### config.mk
export PLATFORM = sky130hd
export DESIGN_NAME = glonass_nav_modulator
export DESIGN_NICKNAME = d
export VERILOG_FILES = /design/src/rtl/glonass_nav_modulator.sv
export SDC_FILE = /design/constraint.sdc
export NUM_CORES = 1
export LEC_CHECK = 0
export BUFFER_PORTS_ARGS = -buffer_cell sky130_fd_sc_hd__buf_2
export CELL_PAD_IN_SITES_DETAIL_PLACEMENT = 1
export CELL_PAD_IN_SITES_GLOBAL_PLACEMENT = 2
export CORE_MARGIN = 2
export CORE_UTILIZATION = 33
export DETAILED_ROUTE_END_ITERATION = 6
export GPL_TIMING_DRIVEN = 0
export PLACE_DENSITY = 0.83
export SETUP_SLACK_MARGIN = 0.15
export SLEW_MARGIN = 20
export SYNTH_ARGS = -nofsm -noshare
export SYNTH_HDL_FRONTEND = slang
export SYNTH_SLANG_ARGS = --single-unit
### constraint.sdc
create_clock -name clk -period 3.06 [get_ports clk]
set_input_delay 0.153 -clock clk [delete_from_list [all_inputs] [get_ports clk]]
set_output_delay 0.153 -clock clk [all_outputs]
set_load 0.05 [all_outputs]
### src/rtl/glonass_nav_modulator.sv
// Locks a chip/epoch counter to the ranging-code stream and emits code ^ nav bit ^ meander.
// Outputs register one cycle after each chip strobe; nav bits enter through a one-entry valid/ready buffer.
module glonass_nav_modulator #(
  parameter int CODE_LEN           = 511,
  parameter int EPOCHS_PER_BIT     = 20,
  parameter int EPOCHS_PER_MEANDER = 10
) (
  input  logic clk,
  input  logic reset,
  input  logic chip_en,
  input  logic code_chip,
  input  logic code_epoch,
  input  logic data_in,
  input  logic data_valid,
  output logic data_ready,
  output logic mod_out,
  output logic mod_valid,
  output logic bit_start,
  output logic underrun,
  output logic sync_lost
);

  localparam int CW = (CODE_LEN > 1) ? $clog2(CODE_LEN) : 1;
  localparam int EW = (EPOCHS_PER_BIT > 1) ? $clog2(EPOCHS_PER_BIT) : 1;
  localparam logic [CW-1:0] CHIP_LAST     = CW'(CODE_LEN - 1);
  localparam logic [EW-1:0] EPOCH_LAST    = EW'(EPOCHS_PER_BIT - 1);
  localparam logic [EW-1:0] MEANDER_START = EW'(EPOCHS_PER_MEANDER);

  typedef enum logic {
    SEARCH = 1'b0,
    RUN    = 1'b1
  } state_t;

  state_t        state_q, state_d;
  logic [CW-1:0] chip_cnt_q, chip_cnt_d;
  logic [EW-1:0] epoch_cnt_q, epoch_cnt_d;
  logic          next_bit_q, next_bit_d;
  logic          next_full_q, next_full_d;
  logic          cur_bit_q, cur_bit_d;
  logic          data_ready_q, data_ready_d;
  logic          mod_out_q, mod_out_d;
  logic          mod_valid_q, mod_valid_d;
  logic          bit_start_q, bit_start_d;
  logic          underrun_q, underrun_d;
  logic          sync_lost_q, sync_lost_d;

  logic          acquire;
  logic          emit;
  logic          boundary;
  logic          epoch_expected;
  logic          xfer;
  logic          bit_eff;
  logic          meander;
  logic [CW-1:0] chip_use;
  logic [EW-1:0] epoch_use;

  always_comb begin
    state_d        = state_q;
    chip_cnt_d     = chip_cnt_q;
    epoch_cnt_d    = epoch_cnt_q;
    next_bit_d     = next_bit_q;
    next_full_d    = next_full_q;
    cur_bit_d      = cur_bit_q;
    underrun_d     = 1'b0;
    sync_lost_d    = 1'b0;
    acquire        = 1'b0;
    emit           = 1'b0;
    epoch_expected = (chip_cnt_q == '0);

    // chip_cnt_q/epoch_cnt_q hold the position the next chip strobe will occupy
    if (chip_en) begin
      if (state_q == SEARCH) begin
        if (code_epoch) begin
          acquire = 1'b1;
          emit    = 1'b1;
          state_d = RUN;
        end
      end else if (epoch_expected && !code_epoch) begin
        sync_lost_d = 1'b1;
        state_d     = SEARCH;
      end else begin
        emit = 1'b1;
        if (code_epoch && !epoch_expected) begin
          sync_lost_d = 1'b1;
          acquire     = 1'b1;
        end
      end
    end

    chip_use  = acquire ? '0 : chip_cnt_q;
    epoch_use = acquire ? '0 : epoch_cnt_q;
    boundary  = emit && (chip_use == '0) && (epoch_use == '0);

    if (emit) begin
      if (chip_use == CHIP_LAST) begin
        chip_cnt_d  = '0;
        epoch_cnt_d = (epoch_use == EPOCH_LAST) ? '0 : epoch_use + EW'(1);
      end else begin
        chip_cnt_d  = chip_use + CW'(1);
        epoch_cnt_d = epoch_use;
      end
    end else if (state_d == SEARCH) begin
      chip_cnt_d  = '0;
      epoch_cnt_d = '0;
    end

    // Boundary consumes the buffer before any same-cycle transfer lands in it
    bit_eff = cur_bit_q;
    if (boundary) begin
      if (next_full_q) begin
        cur_bit_d   = next_bit_q;
        next_full_d = 1'b0;
      end else begin
        cur_bit_d  = 1'b0;
        underrun_d = 1'b1;
      end
      bit_eff = cur_bit_d;
    end

    xfer = data_valid && data_ready_q;
    if (xfer) begin
      next_full_d = 1'b1;
      next_bit_d  = data_in;
    end
    data_ready_d = !next_full_d;

    meander     = (epoch_use >= MEANDER_START);
    mod_valid_d = emit;
    bit_start_d = boundary;
    mod_out_d   = emit ? (code_chip ^ bit_eff ^ meander) : 1'b0;
  end

  always_ff @(posedge clk or posedge reset) begin
    if (reset) begin
      state_q      <= SEARCH;
      chip_cnt_q   <= '0;
      epoch_cnt_q  <= '0;
      next_bit_q   <= 1'b0;
      next_full_q  <= 1'b0;
      cur_bit_q    <= 1'b0;
      data_ready_q <= 1'b0;
      mod_out_q    <= 1'b0;
      mod_valid_q  <= 1'b0;
      bit_start_q  <= 1'b0;
      underrun_q   <= 1'b0;
      sync_lost_q  <= 1'b0;
    end else begin
      state_q      <= state_d;
      chip_cnt_q   <= chip_cnt_d;
      epoch_cnt_q  <= epoch_cnt_d;
      next_bit_q   <= next_bit_d;
      next_full_q  <= next_full_d;
      cur_bit_q    <= cur_bit_d;
      data_ready_q <= data_ready_d;
      mod_out_q    <= mod_out_d;
      mod_valid_q  <= mod_valid_d;
      bit_start_q  <= bit_start_d;
      underrun_q   <= underrun_d;
      sync_lost_q  <= sync_lost_d;
    end
  end

  assign data_ready = data_ready_q;
  assign mod_out    = mod_out_q;
  assign mod_valid  = mod_valid_q;
  assign bit_start  = bit_start_q;
  assign underrun   = underrun_q;
  assign sync_lost  = sync_lost_q;

endmodule

==> results of run 1 <==
-- layer usage --
metal / wire (um) / track usage [%]
met5: 0 / 0
met4: 45 / 3.75
met3: 116 / 3.95
met2: 1840 / 31.3
met1: 1700 / 21.3
-- sequential cells by signal (all words and copies together), names as in the netlist --
name         cells
next_bit_q       1
epoch_cnt_q      5
cur_bit_q        1
data_ready       1
sync_lost        1
chip_cnt_q       9
next_full_q      1
underrun         1
mod_out          1
bit_start        1
mod_valid        1
state_q          1
-- logic make-up after synthesis --
family / after synthesis
AND/OR/NAND/NOR: 54
AO/OA/AOI/OAI: 35
flip-flops: 24
buffers and inverters: 15
adder cells (fa/ha/maj): 8
XOR/XNOR: 4
multiplexers: 4
-- layout make-up --
type,count,share of cell area (%)
multi-input combinational,105,45.7
tap,50,3.60
sequential,24,34.7
inverter,15,3.24
clock buffer,3,2.38
timing repair buffer,23,8.65
clock inverter,1,1.73
-- power breakdown --
part / internal (mW) / switching (mW)
logic: 0.122 / 0.211
registers: 0.364 / 0.0314
clock network: 0.175 / 0.112
total: 0.661 / 0.355
-- repair_timing --
action / in CTS / in global routing
setup buffers: 10 / 1
hold endpoints to repair: 0 / 0
endpoints found under the setup margin: 16 / 16
resized for setup: 8 / 9
pin swaps: 4 / 0
-- worst reg2reg max path, delay by kind of cell (launching register included) --
| family | cells | cell delay (ns) |
|---|---|---|
| compound gates | 2 | 0.33 |
| fa+ha+maj | 2 | 0.31 |
| flops | 1 | 0.44 |
| mux | 1 | 0.29 |
| simple gates | 8 | 1.64 |
-- final timing paths --
kind | to | slack (ns) | cells after the start
setup / recovery | epoch_cnt_q[1] | -0.04 | 13
hold / removal | mod_valid | 0.07 | 2
setup reg to reg | epoch_cnt_q[1] | -0.04 | 13
hold reg to reg | underrun | 0.47 | 1
max in group asynchronous | chip_cnt_q[8] | 2.35 | 2
min in group clk | next_bit_q | 0.11 | 2
-- cells in the mapped netlist --
cell type / count
mux2_4: 1
a21boi_0: 1
or2_2: 1
o2bb2ai_1: 1
xnor2_1: 1
a21oi_4: 2
a211oi_1: 1
nand4_1: 4
nand2_4: 1
nand3b_1: 1
a2bb2oi_1: 1
o31a_1: 1
ha_1: 8
or2_4: 1
a21oi_1: 6
nor2_1: 5
xor2_1: 3
a21o_1: 1
nand2_1: 19
and3_1: 2
o21ai_1: 2
mux2_2: 1
a22o_1: 4
dfrtp_1: 24
or2b_1: 1
inv_1: 14
nor2b_1: 4
a211o_1: 1
or3_1: 1
o22ai_1: 1
nand3_1: 6
o211ai_1: 1
nor3_1: 3
a31oi_1: 4
or3_4: 1
o21ai_0: 8
nor4_2: 1
nand2b_1: 2
and2_1: 1
inv_2: 1
mux2i_1: 2
-- cell usage in the layout (no fill, tap or decap), types with 4 or more instances in the layout --
master	instances
a21oi_1	4
a22o_1	4
a31oi_1	4
buf_2	12
buf_4	9
dfrtp_1	23
ha_1	5
inv_1	14
nand2_1	19
nand3_1	6
nand4_1	4
nor2_1	4
nor2b_1	4
o21ai_0	5
o21ai_1	4
-- through the flow --
stage	instances	cell area [sq um]	setup slack, ns
3_3_place_gp	206	1520	-0.183
2_1_floorplan	144	1400	0.129
6_report	221	1740	-0.0427
5_1_grt	221	1740	-0.160
4_1_cts	220	1690	0.0120
3_5_place_dp	206	1520	-0.276
==> results.yml, run 1 <==
worst_setup_path:
  timing.rr.start: "chip_cnt_q[8]"
  arrival_ns: 3.27
  crit_chain: "nor4_4 -> nand2_1 -> or3_4 -> ha_4 -> mux2_4 -> nand2_4 -> and2_4 -> ha_4 -> nand4_1 -> nor2_4 -> a21oi_4 -> or2_4 -> a22o_1"
  worst_setup_path_start_kind: "flop"
  critPathSlowestCell: "dfrtp_2"
  crit_required_ns: 3.23
  crit_family: "simple AND/OR/NAND/NOR gates"
  crit_type: "reg -> reg"
  crit_top_cell: "ha_4"
  critPathMaxFanout: 5
  startpoint: "chip_cnt_q[8]"
  crit_path_end_kind: "flop"
  max_stage_delay_ns: 0.44
  path_buf_inv: 0
timing:
  fin_skew_ns: 0.00262
  post-route-period-util_pct: 101
  min_period_ns: 3.10
  drv_slew: 0
  setup_slack_ns: -0.0427
  report.final.setup_viol: 3
  hold_violations: 0
  maxSlewHeadroom_pct: 37.4
  tightest_slew_ns: 0.938
  fin_setup_tns_ns: -0.0724
  max_freq_ghz: 0.322
  rsz0062_at_grt: "true"
  whs_ns: 0.0725
floorplan:
  num_rows: 23
  fp.dieW_um: 68.4
  core_sq_um: 4000
  design.die.area_sq_um: 4680
  die_h_um: 68.4
  ioPinCount: 13
  initial_utilization_pct: 34.3
detailed_routing:
  drt_iter0_drc: 54
  wl_per_cell_um: 16.7
  ant_nets: 0
  vias_per_cell: 5.30
  via_count: 1172
  first_pass_iters: 4
  drt_wl_total_mm: 3.70
  drc: 0
synthesis:
  synthCells: 144
  synth.area.mux_share_pct: 3.38
  synth-simple-area-share_pct: 21.0
  syn_area_sq_um: 1370
  synth_area_leader_cell: "dfrtp_1"
  yosysTopAreaCellShare_pct: 43.8
  yosys.area_share.xor_xnor_pct: 2.56
  synth_top_family_by_area: "simple AND/OR/NAND/NOR gates"
  synth-seq-cells: 24
  synthAdderAreaFrac_pct: 7.31
  yosysSeqAreaShare_pct: 43.8
  syn-mean-instance-area_sq_um: 9.51
  syn_nets: 159
  synth_cell_types: 41
  synth_area_leaders: "dfrtp_1 44%, ha_1 7.3%, nand2_1 5.2%"
  yosys_warnings: 0
  synth_compound_area_share_pct: 17.8
clock_tree:
  cts_max_level: 1
  cts_buffers: 3
  cts.sinks: 24
  cts_buffer_depth: 2
  holdBufCountCts: 0
  cts_tree: "yes"
  clock_latency_ns: 0.27
  cts-root-buf: "clkbuf_8"
  path_clk_slew_ns: 0.09
place:
  port_buffers: 12
  gp_congestion: 0.800
  dp_hpwl_mm: 2.60
job:
  drv_cap: 0
global_routing:
  overflow: 0
  antenna_found_initial: 0
  grt_pass1_vias: 1232
  grt_max_degree: 25
  grt_util_all_layers_pct: 17.5
  grt_pass1_wl_mm: 5.91
power:
  irDropWorstVdd_mv: 0.382
  cellPowerDensity_nw_per_um2: 585
  power.leakage_nw: 0.846
  p_total_mw: 1.02
status:
  outcome: "complete, but fails checks"
  violations: "negative setup slack"
finish:
  layout-drive-gt1-share_pct: 29.2
  antenna_cells: 0
  final_nets: 187
  multi_input_area_sq_um: 793
  seqCellArea_sq_um: 602
  area_growth_pct: 26.7
  postLayoutCoreUtil_pct: 43.4
  n_fill_cell: 469
min_path:
  worstHoldPathType: "in -> async"
Note: power is estimated with default switching activity, not from simulation.
==> run 2, diff against run 1 <==
--- a/config.mk
+++ b/config.mk
@@ -8,11 +8,12 @@
 export BUFFER_PORTS_ARGS = -buffer_cell sky130_fd_sc_hd__buf_2
 export CELL_PAD_IN_SITES_DETAIL_PLACEMENT = 1
 export CELL_PAD_IN_SITES_GLOBAL_PLACEMENT = 2
+export CORE_ASPECT_RATIO = 1.25
 export CORE_MARGIN = 2
 export CORE_UTILIZATION = 33
 export DETAILED_ROUTE_END_ITERATION = 6
 export GPL_TIMING_DRIVEN = 0
-export PLACE_DENSITY = 0.83
+export PLACE_DENSITY_LB_ADDON = 0.1
 export SETUP_SLACK_MARGIN = 0.15
 export SLEW_MARGIN = 20
 export SYNTH_ARGS = -nofsm -noshare
==> results.yml, run 2 (same netlist as run 1, synthesis figures left out) <==
worst_setup_path:
  crit_type: "reg -> reg"
  critPathMaxFanout: 5
  worst_setup_path_start_kind: "flop"
  crit_required_ns: 3.22
  crit_path_end_kind: "flop"
  arrival_ns: 3.22
clock_tree:
  cts_max_level: 1
  clock_latency_ns: 0.27
  cts_buffers: 3
  cts-root-buf: "clkbuf_8"
  path_clk_slew_ns: 0.09
  cts_buffer_depth: 2
  cts_tree: "yes"
  cts.sinks: 24
floorplan:
  die_h_um: 76.0
  initial_utilization_pct: 34.0
  fp.dieW_um: 61.6
  core_sq_um: 4030
  ioPinCount: 13
  design.die.area_sq_um: 4690
  num_rows: 26
detailed_routing:
  drt_wl_total_mm: 3.73
  via_count: 1158
  vias_per_cell: 4.97
  drc: 0
  first_pass_iters: 4
  wl_per_cell_um: 16.0
  drt_iter0_drc: 26
  ant_nets: 0
global_routing:
  overflow: 0
  antenna_found_initial: 0
  grt_pass1_vias: 1243
  grt_pass1_wl_mm: 6.20
  grt_util_all_layers_pct: 17.5
  grt_max_degree: 25
timing:
  rsz0062_at_grt: "true"
  hold_violations: 0
  drv_slew: 0
  report.final.setup_viol: 0
  setup_slack_ns: 0.00450
  fin_setup_tns_ns: 0
  post-route-period-util_pct: 99.9
  max_freq_ghz: 0.327
  maxSlewHeadroom_pct: 38.9
  tightest_slew_ns: 0.916
  whs_ns: 0.0692
  fin_skew_ns: 0.00672
  min_period_ns: 3.06
finish:
  final_area_sq_um: 1790
  layout_commonest_cell: "dfrtp_1"
  largest_reg_flops: 9
  largest_register: "chip_cnt_q"
  n_fill_cell: 495
  layout-drive-gt1-share_pct: 33.9
  antenna_cells: 0
  final_nets: 193
  fin_cells: 233
  area_growth_pct: 30.9
  reg.largest.list: "chip_cnt_q: 9 flops, epoch_cnt_q: 5 flops"
  postLayoutCoreUtil_pct: 44.4
  layout_common_cells: "22 x dfrtp_1, 18 x nand2_1, 15 x buf_4"
place:
  pre_cts_ws_ns: -0.223
  placed_area_sq_um: 1530
  dp.cells: 212
  dp_hpwl_mm: 2.55
  port_buffers: 12
  gp_congestion: 0.845
power:
  cellPowerDensity_nw_per_um2: 543
  p_total_mw: 0.974
  power.leakage_nw: 0.871
  irDropWorstVdd_mv: 0.253
status:
  outcome: "complete, no violations"
min_path:
  worstHoldPathType: "in -> async"
job:
  drv_cap: 0
run 2: what timing repair did:
item                                    in CTS  in global routing
hold buffers                                 0                  0
buffers inserted                            11                  6
pin swaps                                    4                  8
gates resized for setup                      9                 14
endpoints found under the setup margin      16                 16
run 2: power breakdown:
group | switching, mW | total (mW) | internal [mW]
clock | 0.109 | 0.224 | 0.115
combinational | 0.219 | 0.353 | 0.134
sequential | 0.0322 | 0.396 | 0.364
run 2: area by class of cell:
cell class              count  area [sq um]  share of cell area (%)
multi-input cells         105           811                    45.2
flip-flops and latches     24           603                    33.6
repair buffers             29           195                    10.9
well taps                  56          70.1                    3.91
inverters                  15          58.8                    3.28
clock buffers               4          55.1                    3.07
run 2: final timing paths:
kind	from	end	slack (ns)	cells past startpoint
worst max-delay path	chip_cnt_q[5]	epoch_cnt_q[0]	0.005	13
worst min-delay path	reset	bit_start	0.07	2
worst max register to register	chip_cnt_q[5]	epoch_cnt_q[0]	0.005	13
worst min register to register	next_full_q	underrun	0.46	1
max in group asynchronous	reset	chip_cnt_q[5]	2.37	2
min in group clk	data_in	next_bit_q	0.11	2
run 2: worst max-delay path, stage by stage (launching register included):
cell and delay, ns:
dfrtp_2 0.43, nor4_4 0.31, nand2_1 0.10, or3_1 0.34, ha_2 0.19, mux2_4 0.28, nand2_4 0.11, and2_4 0.18
ha_4 0.13, nand4_1 0.13, nor2_4 0.18, a21oi_4 0.08, or2_4 0.26, a22o_1 0.23
run 2: layer usage:
metal | track usage, % | routed length [um] | vias to the layer above
li1 | - | - | 570
met1 | 22.6 | 1580 | 571
met2 | 29.6 | 2030 | 11
met3 | 2.04 | 58 | 6
met4 | 5.11 | 62 | 0
met5 | 0 | 0 | -
